**config.mk**
```make
export PLATFORM = sky130hd
export DESIGN_NAME = gauss_window_feeder
export DESIGN_NICKNAME = d
export VERILOG_FILES = /design/src/rtl/gauss_window_feeder.sv
export SDC_FILE = /design/constraint.sdc
export NUM_CORES = 2
export LEC_CHECK = 0
export BUFFER_PORTS_ARGS = -buffer_cell sky130_fd_sc_hd__clkbuf_2
export CORE_MARGIN = 4
export CORE_UTILIZATION = 40
export CTS_BUF_LIST = sky130_fd_sc_hd__clkbuf_16
export CTS_CLUSTER_DIAMETER = 80
export DETAILED_ROUTE_END_ITERATION = 10
export PLACE_DENSITY = 0.65
export SLEW_MARGIN = 20
export SYNTH_ARGS = -nofsm -noshare
export SYNTH_HDL_FRONTEND = slang
export SYNTH_SLANG_ARGS = --single-unit
```
**constraint.sdc**
```tcl
create_clock -name clk -period 5.4 [get_ports clk]
set_input_delay 1.62 -clock clk [delete_from_list [all_inputs] [get_ports clk]]
set_output_delay 1.62 -clock clk [all_outputs]
set_load 0.005 [all_outputs]
```
**src/rtl/gauss_window_feeder.sv**
```systemverilog
// Line-buffered 3x3 window feeder for the Gaussian smoothing stage.
// Buffers three image rows and replays each full neighbourhood as a 9-cycle burst.
module gauss_window_feeder #(
    parameter int IMG_W = 64,
    parameter int IMG_H = 64
) (
    input  logic       clk,
    input  logic       rst,
    input  logic [7:0] rx_data,
    input  logic       rx_valid,
    output logic [7:0] pix_out,
    output logic       pix_en,
    output logic       busy,
    output logic       frame_done,
    output logic       overflow
);
    localparam int CW = $clog2(IMG_W);
    localparam int RW = $clog2(IMG_H);
    localparam int DEPTH = 3 * IMG_W;
    localparam int AW = $clog2(DEPTH);
    localparam logic [CW-1:0] COL_MAX = CW'(IMG_W - 1);
    localparam logic [RW-1:0] ROW_MAX = RW'(IMG_H - 1);

    typedef enum logic [1:0] {IDLE, WRITE, EMIT} state_t;

    state_t        state_q, state_d;
    logic [CW-1:0] col_q, col_d;
    logic [RW-1:0] row_q, row_d;
    logic [1:0]    slot_q, slot_d;
    logic [CW-1:0] org_col_q, org_col_d;
    logic [1:0]    org_slot_q, org_slot_d;
    logic          last_q, last_d;
    logic          pend_q, pend_d;
    logic [7:0]    pbyte_q, pbyte_d;
    logic          ovf_q, ovf_d;
    logic [3:0]    cnt_q, cnt_d;
    logic [7:0]    pix_out_q, pix_out_d;
    logic          pix_en_q, pix_en_d;
    logic          fd_q, fd_d;

    logic [7:0]    mem [DEPTH];
    logic          win;
    logic [1:0]    roff, coff, rslot;
    logic [2:0]    ssum;
    logic [CW-1:0] rcol;
    logic [AW-1:0] wr_addr, rd_addr;

    assign win = (row_q >= RW'(2)) && (col_q >= CW'(2));

    // FSM state register
    always_ff @(posedge clk or posedge rst) begin
        if (rst) state_q <= IDLE;
        else     state_q <= state_d;
    end

    // FSM next-state: WRITE follows a strobe directly so the write lands in N+1
    always_comb begin
        state_d = state_q;
        case (state_q)
            IDLE:    if (pend_q || rx_valid) state_d = WRITE;
            WRITE:   state_d = win ? EMIT : IDLE;
            EMIT:    if (cnt_q == 4'd9) state_d = IDLE;
            default: state_d = IDLE;
        endcase
    end

    // Position counters, window origin latch and pending-byte capture
    always_comb begin
        col_d      = col_q;
        row_d      = row_q;
        slot_d     = slot_q;
        org_col_d  = org_col_q;
        org_slot_d = org_slot_q;
        last_d     = last_q;
        pend_d     = pend_q;
        pbyte_d    = pbyte_q;
        ovf_d      = ovf_q;
        cnt_d      = cnt_q;
        if (state_q == WRITE) begin
            pend_d = 1'b0;
            cnt_d  = 4'd0;
            if (win) begin
                org_col_d  = col_q;
                org_slot_d = slot_q;
                last_d     = (row_q == ROW_MAX) && (col_q == COL_MAX);
            end
            if (col_q == COL_MAX) begin
                col_d = '0;
                if (row_q == ROW_MAX) begin
                    row_d  = '0;
                    slot_d = 2'd0;
                end else begin
                    row_d  = row_q + 1'b1;
                    slot_d = (slot_q == 2'd2) ? 2'd0 : slot_q + 2'd1;
                end
            end else begin
                col_d = col_q + 1'b1;
            end
        end
        if (state_q == EMIT) cnt_d = cnt_q + 4'd1;
        if (rx_valid) begin
            if (pend_q && state_q != WRITE) begin
                ovf_d = 1'b1;
            end else begin
                pend_d  = 1'b1;
                pbyte_d = rx_data;
            end
        end
    end

    // Window read address: slot of row R-2 is origin slot + 1 (mod 3)
    always_comb begin
        case (cnt_q)
            4'd0:    begin roff = 2'd0; coff = 2'd0; end
            4'd1:    begin roff = 2'd0; coff = 2'd1; end
            4'd2:    begin roff = 2'd0; coff = 2'd2; end
            4'd3:    begin roff = 2'd1; coff = 2'd0; end
            4'd4:    begin roff = 2'd1; coff = 2'd1; end
            4'd5:    begin roff = 2'd1; coff = 2'd2; end
            4'd6:    begin roff = 2'd2; coff = 2'd0; end
            4'd7:    begin roff = 2'd2; coff = 2'd1; end
            4'd8:    begin roff = 2'd2; coff = 2'd2; end
            default: begin roff = 2'd0; coff = 2'd0; end
        endcase
        ssum    = {1'b0, org_slot_q} + {1'b0, roff} + 3'd1;
        rslot   = (ssum >= 3'd3) ? 2'(ssum - 3'd3) : ssum[1:0];
        rcol    = org_col_q - CW'(2) + CW'(coff);
        rd_addr = AW'(int'(rslot) * IMG_W + int'(rcol));
        wr_addr = AW'(int'(slot_q) * IMG_W + int'(col_q));
    end

    // Line buffer write port, contents survive reset
    always_ff @(posedge clk) begin
        if (state_q == WRITE) mem[wr_addr] <= pbyte_q;
    end

    // FSM outputs: busy plus next values of the registered burst outputs
    always_comb begin
        busy      = (state_q != IDLE);
        pix_en_d  = (state_q == EMIT) && (cnt_q < 4'd9);
        pix_out_d = pix_en_d ? mem[rd_addr] : 8'd0;
        fd_d      = (state_q == EMIT) && (cnt_q == 4'd9) && last_q;
    end

    // Datapath and output registers
    always_ff @(posedge clk or posedge rst) begin
        if (rst) begin
            col_q      <= '0;
            row_q      <= '0;
            slot_q     <= 2'd0;
            org_col_q  <= '0;
            org_slot_q <= 2'd0;
            last_q     <= 1'b0;
            pend_q     <= 1'b0;
            pbyte_q    <= 8'd0;
            ovf_q      <= 1'b0;
            cnt_q      <= 4'd0;
            pix_out_q  <= 8'd0;
            pix_en_q   <= 1'b0;
            fd_q       <= 1'b0;
        end else begin
            col_q      <= col_d;
            row_q      <= row_d;
            slot_q     <= slot_d;
            org_col_q  <= org_col_d;
            org_slot_q <= org_slot_d;
            last_q     <= last_d;
            pend_q     <= pend_d;
            pbyte_q    <= pbyte_d;
            ovf_q      <= ovf_d;
            cnt_q      <= cnt_d;
            pix_out_q  <= pix_out_d;
            pix_en_q   <= pix_en_d;
            fd_q       <= fd_d;
        end
    end

    assign pix_out    = pix_out_q;
    assign pix_en     = pix_en_q;
    assign frame_done = fd_q;
    assign overflow   = ovf_q;
endmodule
```
* Word-level counts from Yosys, hierarchy flattened *
Memories as Yosys holds them, arrays and structs flattened.
Index checks and enable logic that the tools add are counted.

storage, ports and cells
  memories = 2
  ROM bits = 64
  output and inout port bits = 12
  register bits = 49
  input bits = 11
  word-level logic and storage cells = 73
  memory bits (writable) = 1536

memories
  memory            depth  bits a word  rd ports  clocked after Yosys merged registers in  write ports  RTL line  text
  mem               192    8            1         0                                        1            41        logic [7:0] mem [DEPTH];
  (name not given)  16     4            1         0                                        0            113       case (cnt_q)

cells by class
  mux-type cells = 17
  reduce and logical (&&, ||, !) cells = 15
  equality and inequality tests = 9
  magnitude comparators = 4
  bitwise logic cells = 1
  add/subtract/negate cells = 11

operators by type and width
  operator                                                            number
  adder 8 x 6 -> 8 bit                                                2
  adder 6 x 1 -> 6 bit (second input constant)                        2
  == test 6 bit (second input constant)                               2
  greater-or-equal comparator 6 x 2 -> 1 bit (second input constant)  2
  two-way mux 2 bit                                                   6
  two-way mux 6 bit                                                   2
  AND reduction 2 bit                                                 5
  two-way mux 4 bit                                                   2
  two-way mux 8 bit                                                   1
  adder 6 x 2 -> 6 bit                                                1
  logical AND 1 bit                                                   6
  case mux 2 bit (3 select lines)                                     1
  subtractor 6 x 2 -> 6 bit (second input constant)                   1
  two-way mux 1 bit                                                   5
  adder 4 x 1 -> 4 bit (second input constant)                        1
  == test 2 bit (second input constant)                               2
  == test 4 bit (second input constant)                               1
  < comparator 4 bit (second input constant)                          1
  inequality test 2 x 1 -> 1 bit (second input constant)              2
  nonzero test 2 bit                                                  2
  adder 2 x 2 -> 3 bit                                                1
  adder 3 x 1 -> 3 bit (second input constant)                        1
  greater-or-equal comparator 3 x 2 -> 1 bit (second input constant)  1
  adder 2 x 1 -> 2 bit (second input constant)                        1
  6 further kinds                                                     6

* Longest topological paths before layout *
An unclocked memory read counts as a cell.

  depth in word-level cells = 8
  mapped depth = 20
  mapped depth without buffers = 17

* Least setup slack after synthesis *
No wires, ideal clock.

  path kind = register -> register
  start point = register cnt_q[0]
  end point = register pix_out_q[3] (netlist: pix_out[3])
  data required time = 5.270 ns
  slack = 1.485 ns
  arrival time = 3.785 ns
  clock period less this slack = 3.915 ns
  stages on the path, launching flop included = 17
  library setup time = 0.130 ns
  buffers on the path = 2
  cell sequence = dfrtp_1 -> inv_1 -> ha_1 -> nand2_1 -> a21oi_1 -> a31oi_1 -> ha_1 -> inv_1 -> ha_1 -> inv_1 -> fa_1 -> buf_2 -> buf_1 -> mux4_2 -> mux4_2 -> a2111oi_2 -> nor4_1

between the ends
  word-level cells in the longest chain between the ends = 8
  elaborated cells between the ends (all ways) = 12
  classes of those cells = add/sub: 5; order compare: 2; mux: 2; reduce/logical: 1; memory: 2

ends and longest elaborated chain
  element                                                                                RTL line  text
  from (decl)                                                                            36        logic [3:0] cnt_q, cnt_d;
  from (signal assigned)                                                                 171       cnt_q <= cnt_d;
  memory read (16 x 4 bit)                                                               -
  adder 2 x 2 -> 3 bit                                                                   125       ssum = {1'b0, org_slot_q} + {1'b0, roff} + 3'd1;
  adder 3 x 1 -> 3 bit                                                                   125
  greater-or-equal comparator 3 x 2 -> 1 bit / subtractor 2 bit (equally long branches)  126       rslot = (ssum >= 3'd3) ? 2'(ssum - 3'd3) : ssum[1:0];
  two-way mux 2 bit                                                                      126
  adder 8 x 6 -> 8 bit                                                                   128       rd_addr = AW'(int'(rslot) * IMG_W + int'(rcol));
  memory read (192 x 8 bit)                                                              -
  two-way mux 8 bit (*)                                                                  141       pix_out_d = pix_en_d ? mem[rd_addr] : 8'd0;
  named net pix_out_d[3]                                                                 37        logic [7:0] pix_out_q, pix_out_d;
  to (signal assigned)                                                                   172       pix_out_q <= pix_out_d;
  to (decl)                                                                              37

Mark *: on every way through the listed nets, which the timed path passes. The rest lies on a longest branch.
A chain may end at the register's enable or synchronous reset.

* Worst setup path in the final report *
  start point = register cnt_q[1]
  end point = register pix_out_q[1] (netlist: pix_out[1])

Same word-level chain as after synthesis.

==> out/metrics.csv <==
stage,metric,value,unit
final_layout,drive_gt1_share,28.01,%
routing,drt-initial-drc-count,3875,
logic_synthesis,yosys.cell_types.count,64,
logic_synthesis,yosys.area.top_type_share,74.21,%
timing,worst_slack,0.3990,ns
routing,drc,0,
timing,skew,0.04898,ns
die,start_util,40.30,%
critical_path,path_buf_inv,5,
logic_synthesis,avgSynthCellArea,21.33,sq um
critical_path,cp_num_cells,19,
logic_synthesis,yosys.area.top_type,edfxtp_1,
cts,clock_path_buffers,3,
outcome,status,completed,
die,ios,23,
routing,routed_wl,152500,um
logic_synthesis,yosysMostFrequentCell,edfxtp_1,
critical_path,cp-end-kind,flop,
power_and_ir_drop,p_leak,22.10,nW
cts,cts-root-buf,clkbuf_16,
die,die_x,402.2,um
routing,firstDrtPassIters,6,
critical_path,crit_fanout,28,
routing,vias_per_cell,5.748,
logic_synthesis,postSynthCellCount,2914,
timing,fmax,0.2000,GHz
cts,ctsHoldBuffers,0,
critical_path,worstPathRequired,6.09,ns
timing,finalSetupTns,0,ns
critical_path,cp-start-kind,flop,
logic_synthesis,syn_area,62150,sq um
power_and_ir_drop,power.total,28.76,mW
timing,finalSetupViolations,0,
die,die-area,161800,sq um
cts,cts_buffers,160,
timing,fin_crit_sh,92.61,%
logic_synthesis,syn_nets,2949,
timing,drv_slew,0,
final_layout,fillers,12780,
die,rows,144,
logic_synthesis,async_flop_share,3.091,%
placed_design,gp_congestion,0.8803,
cts,cts_setup_buffers,0,
routing,num_vias,30440,
logic_synthesis,synth-edff-count,1536,
global_route,gr-total-overflow,0,
logic_synthesis,synth.yosys.seq_area_share,76.18,%
timing,hold_viol,0,
die,core-area,154200,sq um
routing,final_antenna_net_count,0,
routing,wl_per_cell,28.79,um
cts,clkLatencyLatePin,0.81,ns
cts,cts_sinks,1585,
placed_design,dp_slack,0.5385,ns
logic_synthesis,ys_warn_count,0,
die,fp.dieH,402.2,um
logic_synthesis,synthTopCellsByCount,"edfxtp_1 (1536), mux4_2 (416), nor2_1 (222)",
global_route,antenna_found_initial,0,
critical_path,setup.worst_path.class,reg2reg,
timing,tightest_slew,1.074,ns
placed_design,port_buffers,22,
critical_path,cp_cell_sequence,"inv_1, ha_1, nand2_1, a21oi_1, a31oi_1, ha_1, inv_1, ha_4, inv_1, fa_4, xor2_4, buf_12, nor2_2, buf_4, a22o_1, a221oi_1, o211ai_1, nand4_1, nor3_1",
final_layout,fin_nets,3159,
critical_path,slowest_delay,0.54,ns
final_layout,syn2layout_area_growth,13.90,%
timing,rsz0062_at_grt,no,
critical_path,crit_family,adder cells,
global_route,grt_first_pass_wirelength,222900,um
cts,tritoncts,yes,
global_route,grt_max_degree,194,
min_path,hold_depth,1,
placed_design,dp_hpwl,94600,um
critical_path,arrival,5.69,ns
critical_path,cp_common_cell,inv_1,
critical_path,r2r_cells,19,
run,cap_violations,0,
logic_synthesis,synthFlopType,edfxtp_1,
cts,ctsResizeCount,0,
timing,relSlewSlack,28.41,%
cts,clk_pin_slew,0.06,ns
global_route,grtUsageTotal,18.92,%
logic_synthesis,yosys_register_bits,1585,
logic_synthesis,yosys-top-cells-area,"edfxtp_1 (74%), mux4_2 (15%), dfrtp_1 (2.0%)",
cts,cts_htree_levels,4,
critical_path,critPathSlowestCell,fa_4,
global_route,grt_pass1_vias,30770,
power_and_ir_drop,p_per_area,406.2,nW/um^2
min_path,hold_path_class,reg2reg,
power_and_ir_drop,peakVddDrop,0.0004379,V
timing,period_needed,5.001,ns
## flip-flops by register name, indices dropped and copies added, names as in the netlist, 2 cells and up
| register | cells |
|---|---|
| mem | 1536 |
| pbyte_q | 8 |
| pix_out | 8 |
| col_q | 6 |
| org_col_q | 6 |
| row_q | 6 |
| cnt_q | 4 |
| org_slot_q | 2 |
| slot_q | 2 |
| state_q | 2 |
## worst register-to-register path, stage by stage (launching register included)
cell      delay [ns]
dfrtp_1         0.43
inv_1           0.16
ha_1            0.18
nand2_1         0.08
a21oi_1         0.18
a31oi_1         0.07
ha_1            0.29
inv_1           0.10
ha_4            0.14
inv_1           0.05
fa_4            0.54
xor2_4          0.27
buf_12          0.25
nor2_2          0.41
buf_4           0.39
a22o_1          0.30
a221oi_1        0.09
o211ai_1        0.43
nand4_1         0.28
nor3_1          0.28
## kinds of logic (layout without fill, tap and decap cells)
group | Yosys count | in the layout | share of synthesized area, %
other cells | 0 | 3 | 0
compound gates | 183 | 183 | 2.172
buf+inv | 192 | 527 | 1.729
simple gates | 437 | 437 | 3.062
mux | 481 | 481 | 16.16
xor+xnor | 12 | 12 | 0.1812
fa+ha+maj | 24 | 24 | 0.5073
flops | 1585 | 1585 | 76.18
## stage by stage
step	utilization, %	cell area (sq um)	hold WS [ns]	std cells
after floorplan	-	62150	0.4498	2914
after global placement	42.61	65720	0.4632	5006
after detailed placement	42.62	65730	0.4683	5006
after CTS	45.89	70780	0.4815	5293
after global routing	45.89	70780	0.4943	5293
final	45.90	70790	0.4779	5296
## power breakdown
part,switching [mW],internal [mW]
Combinational,1.77,0.304
Sequential,0.615,15.4
Clock,4.67,6.04
Total,7.06,21.7
## per-layer routing
metal / GRT usage [%] / wire length [um] / vias up / share of wire, %
met3: 4.012 / 12980 / 250 / 8.5
met1: 26.41 / 61420 / 16190 / 40
met2: 29.96 / 73500 / 1461 / 48
met5: 0 / 0 / - / 0
met4: 6.132 / 4562 / 0 / 3.0
li1: - / - / 12540 / -
## final timing paths
check                         start         end  slack [ns]
setup / recovery           cnt_q[1]  pix_out[1]        0.40
hold reg to reg              last_q      last_q        0.48
min in group asynchronous       rst  state_q[0]        0.85
setup reg to reg           cnt_q[1]  pix_out[1]        0.40
max in group asynchronous       rst  pix_out[7]        3.68
hold / removal               last_q      last_q        0.48
## final cells by class
class,count,area [sq um],share of cell area [%]
Clock buffer,163,4079,5.762
Antenna cell,3,7.507,0.01061
Tap cell,2044,2557,3.613
Timing Repair Buffer,213,1869,2.641
Multi-Input combinational cell,1137,13820,19.52
Sequential cell,1585,47380,66.93
Inverter,27,101.3,0.1432
Clock inverter,124,973.4,1.375
## cell usage in the layout (no fill, tap or decap), types with 22 or more instances in the layout
cell type     n
nand2_1      92
clkbuf_16   163
inv_1        50
edfxtp_1   1536
mux4_2      416
mux2i_1      44
dfrtp_1      41
buf_12       26
clkinv_1     34
o21ai_0      27
clkbuf_2     22
buf_4       165
a22o_1       34
nor2_1      217
nand3_1      54
clkinv_2     28
No activity file was read; power rests on OpenSTA's default activity.
